## config.mk

```make
export PLATFORM = sky130hd
export DESIGN_NAME = tank_access_scheduler
export DESIGN_NICKNAME = d
export VERILOG_FILES = /design/src/rtl/tank_access_scheduler.sv
export SDC_FILE = /design/constraint.sdc
export NUM_CORES = 1
export LEC_CHECK = 0
export CAP_MARGIN = 20
export CORE_UTILIZATION = 35
export DETAILED_ROUTE_END_ITERATION = 8
export PLACE_DENSITY = 0.63
export SYNTH_ARGS = -nofsm -noshare
export SYNTH_HDL_FRONTEND = slang
export SYNTH_SLANG_ARGS = --single-unit
```

## constraint.sdc

```tcl
create_clock -name clock_i -period 2.16 [get_ports clock_i]
set_clock_uncertainty 0.15 [all_clocks]
set_input_delay 0.216 -clock clock_i [delete_from_list [all_inputs] [get_ports clock_i]]
set_output_delay 0.216 -clock clock_i [all_outputs]
set_load 0.005 [all_outputs]
```

## src/rtl/tank_access_scheduler.sv

```systemverilog
// Water tank access scheduler: grants the single tank to one consumer at a
// time (refill, sprinkler, dripper, fertiliser dose, line cleaning), with
// refill priority at critical level, a minimum irrigation dwell and
// round-robin fairness between sprinkler and dripper.
module tank_access_scheduler #(
  parameter int DWELL_TICKS    = 4,
  parameter int CLEAN_TICKS    = 3,
  parameter int CRITICAL_LEVEL = 1,
  parameter int FULL_LEVEL     = 7
) (
  input  logic       clock_i,
  input  logic       reset_i,
  input  logic       tick_i,
  input  logic [2:0] water_level_i,
  input  logic       input_error_i,
  input  logic       splinker_request_i,
  input  logic       dripper_request_i,
  input  logic       fertilise_request_i,
  output logic       filling_o,
  output logic       splinker_o,
  output logic       dripper_o,
  output logic       fertilising_o,
  output logic       cleaning_o,
  output logic [2:0] state_o
);

  // Counter is shared between irrigation dwell and cleaning duration.
  localparam int CNT_MAX_TICKS = (DWELL_TICKS > CLEAN_TICKS) ? DWELL_TICKS : CLEAN_TICKS;
  localparam int CNT_W         = $clog2(CNT_MAX_TICKS + 1);

  localparam logic [CNT_W-1:0] DWELL_CNT  = CNT_W'(DWELL_TICKS);
  localparam logic [CNT_W-1:0] CLEAN_LAST = CNT_W'(CLEAN_TICKS - 1);
  localparam logic [CNT_W-1:0] CNT_MAX    = {CNT_W{1'b1}};
  localparam logic [2:0]       CRIT_LVL   = 3'(CRITICAL_LEVEL);
  localparam logic [2:0]       FULL_LVL   = 3'(FULL_LEVEL);

  typedef enum logic [2:0] {
    ST_IDLE      = 3'b000,
    ST_FILL      = 3'b001,
    ST_SPRINKLE  = 3'b010,
    ST_DRIP      = 3'b011,
    ST_FERTILISE = 3'b100,
    ST_CLEAN     = 3'b101,
    ST_ERROR     = 3'b110
  } state_e;

  state_e           state_q, state_d;
  logic [CNT_W-1:0] cnt_q;
  logic             rr_q;          // 0: sprinkler preferred, 1: dripper preferred
  logic             fert_pend_q;
  logic             filling_q, splinker_q, dripper_q, fertilising_q, cleaning_q;

  logic critical_s;
  logic dwell_met_s;
  logic clean_done_s;
  logic counting_s;
  logic state_change_s;
  logic irrig_state_s;

  assign critical_s     = (water_level_i <= CRIT_LVL);
  assign dwell_met_s    = (cnt_q >= DWELL_CNT);
  // The third tick after entry ends cleaning on that same edge.
  assign clean_done_s   = tick_i && (cnt_q >= CLEAN_LAST);
  assign counting_s     = (state_q == ST_SPRINKLE) || (state_q == ST_DRIP) || (state_q == ST_CLEAN);
  assign irrig_state_s  = (state_q == ST_SPRINKLE) || (state_q == ST_DRIP);
  assign state_change_s = (state_d != state_q);

  // Next-state selection following the per-state priority rules.
  always_comb begin
    state_d = state_q;
    case (state_q)
      ST_IDLE: begin
        if (input_error_i) begin
          state_d = ST_ERROR;
        end else if (critical_s) begin
          state_d = ST_FILL;
        end else if (fert_pend_q) begin
          state_d = ST_FERTILISE;
        end else if (splinker_request_i && dripper_request_i) begin
          state_d = rr_q ? ST_DRIP : ST_SPRINKLE;
        end else if (splinker_request_i) begin
          state_d = ST_SPRINKLE;
        end else if (dripper_request_i) begin
          state_d = ST_DRIP;
        end else begin
          state_d = ST_IDLE;
        end
      end
      ST_FILL: begin
        if (water_level_i == FULL_LVL) begin
          state_d = ST_IDLE;
        end else begin
          state_d = ST_FILL;
        end
      end
      ST_SPRINKLE: begin
        if (input_error_i) begin
          state_d = ST_ERROR;
        end else if (critical_s) begin
          state_d = ST_FILL;
        end else if (!splinker_request_i) begin
          state_d = ST_IDLE;
        end else if (dwell_met_s && dripper_request_i) begin
          state_d = ST_IDLE;
        end else begin
          state_d = ST_SPRINKLE;
        end
      end
      ST_DRIP: begin
        if (input_error_i) begin
          state_d = ST_ERROR;
        end else if (critical_s) begin
          state_d = ST_FILL;
        end else if (!dripper_request_i) begin
          state_d = ST_IDLE;
        end else if (dwell_met_s && splinker_request_i) begin
          state_d = ST_IDLE;
        end else begin
          state_d = ST_DRIP;
        end
      end
      ST_FERTILISE: begin
        if (input_error_i) begin
          state_d = ST_ERROR;
        end else if (critical_s) begin
          state_d = ST_CLEAN;
        end else begin
          state_d = ST_FERTILISE;
        end
      end
      ST_CLEAN: begin
        if (clean_done_s) begin
          state_d = ST_FILL;
        end else begin
          state_d = ST_CLEAN;
        end
      end
      ST_ERROR: begin
        if (!input_error_i) begin
          state_d = ST_IDLE;
        end else begin
          state_d = ST_ERROR;
        end
      end
      default: begin
        state_d = ST_IDLE;
      end
    endcase
  end

  // State, counter, fairness pointer, pending flag and registered grants.
  always_ff @(posedge clock_i or posedge reset_i) begin
    if (reset_i) begin
      state_q       <= ST_IDLE;
      cnt_q         <= '0;
      rr_q          <= 1'b0;
      fert_pend_q   <= 1'b0;
      filling_q     <= 1'b0;
      splinker_q    <= 1'b0;
      dripper_q     <= 1'b0;
      fertilising_q <= 1'b0;
      cleaning_q    <= 1'b0;
    end else begin
      state_q       <= state_d;
      filling_q     <= (state_d == ST_FILL);
      splinker_q    <= (state_d == ST_SPRINKLE);
      dripper_q     <= (state_d == ST_DRIP);
      fertilising_q <= (state_d == ST_FERTILISE);
      cleaning_q    <= (state_d == ST_CLEAN);

      // Clear on any state change takes precedence over a coincident tick.
      if (state_change_s) begin
        cnt_q <= '0;
      end else if (tick_i && counting_s && (cnt_q != CNT_MAX)) begin
        cnt_q <= cnt_q + CNT_W'(1);
      end else begin
        cnt_q <= cnt_q;
      end

      // Any end of an irrigation grant hands preference to the other side.
      if (irrig_state_s && state_change_s) begin
        rr_q <= ~rr_q;
      end else begin
        rr_q <= rr_q;
      end

      // Dose requests arriving while dosing or cleaning are dropped.
      if ((state_d == ST_FERTILISE) && (state_q != ST_FERTILISE)) begin
        fert_pend_q <= 1'b0;
      end else if (fertilise_request_i && (state_q != ST_FERTILISE) && (state_q != ST_CLEAN)) begin
        fert_pend_q <= 1'b1;
      end else begin
        fert_pend_q <= fert_pend_q;
      end
    end
  end

  assign filling_o     = filling_q;
  assign splinker_o    = splinker_q;
  assign dripper_o     = dripper_q;
  assign fertilising_o = fertilising_q;
  assign cleaning_o    = cleaning_q;
  assign state_o       = state_q;

endmodule

```

==> results.json <==
{
  "cts_tree": "done",
  "drt_first_pass_iters": 4,
  "ir_drop_mv": 0.572,
  "pre_cts_slack_ns": 0.0160,
  "dpl_cell_area_um2": 1040,
  "arrival_ns": 2.08,
  "drtIter0Drc": 10,
  "path_class": "register to register",
  "max_clock_freq_mhz": 492,
  "initial_core_util": 0.369,
  "maxCapViolations": 0,
  "drive_gt1_frac": 0.102,
  "die_y_um": 50.3,
  "overflow": 0,
  "grt_pass1_wl_um": 3290,
  "dieWidth_um": 50.3,
  "synth_nets": 98,
  "synthCells": 86,
  "crit_required_ns": 2.21,
  "min_path_type": "input pin to asynchronous set/reset pin",
  "outcome": "completed",
  "gp_congestion": 0.881,
  "synth_area_per_cell_um2": 9.50,
  "grt_max_degree": 16,
  "fin_ws_ns": 0.128,
  "htreeDepth": 1,
  "core_um2": 2210,
  "finalSetupViolations": 0,
  "synth_edf_count": 0,
  "cts_sinks": 13,
  "fin_nets": 121,
  "detailed_place_hpwl_um": 1450,
  "ctsHoldBuffers": 0,
  "std_cell_rows": 17,
  "drc": 0,
  "cts_buffer_depth": 2,
  "cp_max_fo": 3,
  "dieArea_um2": 2530,
  "wirelength_um": 1970,
  "hold_viol": 0,
  "post-route-period-util": 0.941,
  "top_layer": "met4",
  "yosys_register_bits": 13,
  "power.total_mw": 1.14,
  "diodes": 0,
  "rsz0062_at_grt": "false",
  "area_growth_pct": 30.3,
  "grtUsageTotal": 0.173,
  "grt_pass1_vias": 704,
  "tightest_slew_ns": 0.479,
  "ios": 18,
  "met2_length_um": 919,
  "cp-start-kind": "register",
  "syn_area_um2": 817,
  "path_clk_slew_ns": 0.08,
  "synth_seq_area_share": 0.398,
  "final_cell_area_um2": 1060,
  "fin_tns_setup_ns": 0,
  "p_leak_nw": 0.452,
  "port_buffers": 17,
  "wl_met3_um": 70,
  "fin_crit_ns": 2.03,
  "post_cts_buffers": 0,
  "vias": 766,
  "wire_per_inst_um": 14.5,
  "viasPerCell": 5.63,
  "ant_nets": 0,
  "wl_met1_um": 949,
  "async_flop_share": 1.00,
  "numCtsBuffers": 3,
  "antenna_found_initial": 0,
  "insertion_delay_ns": 0.27,
  "ys_types": 36,
  "cts.repair.resized": 0,
  "clock-root-buffer": "clkbuf_4",
  "power.density_nw_per_um2": 1070,
  "synth_flop_cell": "dfrtp_1",
  "finish.utilization": 0.481,
  "slew_violations": 0,
  "endpoint_kind": "register",
  "ys.warnings.count": 0,
  "relSlewSlack": 0.681
}
-- cells in the final DEF, fill, tap and decap left out, types with 3 or more instances in the layout --
| master | instances |
|---|---|
| nor3_1 | 3 |
| and3_1 | 3 |
| inv_1 | 4 |
| dfrtp_1 | 13 |
| nand2_1 | 5 |
| nand2b_1 | 5 |
| clkdlybuf4s50_1 | 17 |
| a21o_1 | 3 |
| clkbuf_4 | 3 |
| nand3_1 | 3 |
| a2111oi_0 | 3 |
| a21oi_1 | 7 |
| buf_4 | 4 |
-- cells in the mapped netlist, drive strengths merged, types with 2 or more instances --
library cell   n  share of area
a2111oi        4          0.043
a21o           3          0.028
a21oi          7          0.043
a31oi          2          0.015
and2b          2          0.018
and3           3          0.023
buf            3          0.018
dfrtp         13           0.40
ha             2          0.031
inv            4          0.018
mux2i          2          0.025
nand2          5          0.023
nand2b         5          0.038
nand3          3          0.018
nand4          2          0.015
nor2           2         0.0092
nor2b          2          0.015
nor3           3          0.018
nor3b          2          0.025
o21ai          2          0.012
-- sequential cells by signal, summed over array words and instances, names as in the netlist --
name and cells:
state_o 3, dripper_o 1, splinker_o 1, fertilising_o 1
cleaning_o 1, cnt_q 3, rr_q 1, fert_pend_q 1
filling_o 1
-- routing by layer --
metal,vias to the layer above,GRT usage
met4,0,0.0833
met1,363,0.221
met2,23,0.291
met3,4,0.0152
li1,376,-
met5,-,0
-- final timing paths --
check / slack [ns] / to / startpoint / depth (start not counted)
worst max register to register: 0.13 / rr_q / state_o[0] / 5
worst min-delay path: 0.1 / dripper_o / reset_i / 2
min in group clock_i: 0.41 / fert_pend_q / fertilise_request_i / 3
worst min register to register: 0.45 / cnt_q[0] / cnt_q[0] / 2
worst max-delay path: 0.13 / rr_q / state_o[0] / 5
max in group asynchronous: 1.44 / rr_q / reset_i / 2
-- per-stage QoR --
stage,hold WS [ns],instances
3_5_place_dp,0.412,132
3_3_place_gp,0.402,132
4_1_cts,0.110,136
5_1_grt,0.157,136
2_1_floorplan,-0.0570,86
6_report,0.0999,136
-- critical path: stages (launching register included) --
cell	delay (ns)
dfrtp_1	0.39
nor4_2	0.37
a31oi_1	0.18
or3b_1	0.42
a311o_1	0.39
o211ai_2	0.07
-- area by class of cell --
type / instances / area, um^2
clock buffer: 4 / 26.3
fill: 236 / 1150
inverter: 4 / 15.0
multi-input combinational: 66 / 463
sequential: 13 / 325
tap: 28 / 35.0
timing repair buffer: 21 / 200
-- where the power goes --
part	internal, mW	leakage [nW]	switching, mW	total (mW)
clock	0.0716	0.0150	0.0772	0.149
combinational	0.299	0.268	0.327	0.626
sequential	0.313	0.168	0.0498	0.363
-- kinds of logic (layout without fill, tap and decap cells) --
logic type | count (synthesis) | count (layout) | share of synthesized area
AO/OA/AOI/OAI | 27 | 27 | 0.240
XOR/XNOR | 1 | 1 | 0.0107
adder cells (fa/ha/maj) | 2 | 2 | 0.0306
buffers and inverters | 7 | 29 | 0.0367
flip-flops | 13 | 13 | 0.398
multiplexers | 2 | 2 | 0.0245
AND/OR/NAND/NOR | 34 | 34 | 0.259
(Power assumes the default switching activity.)
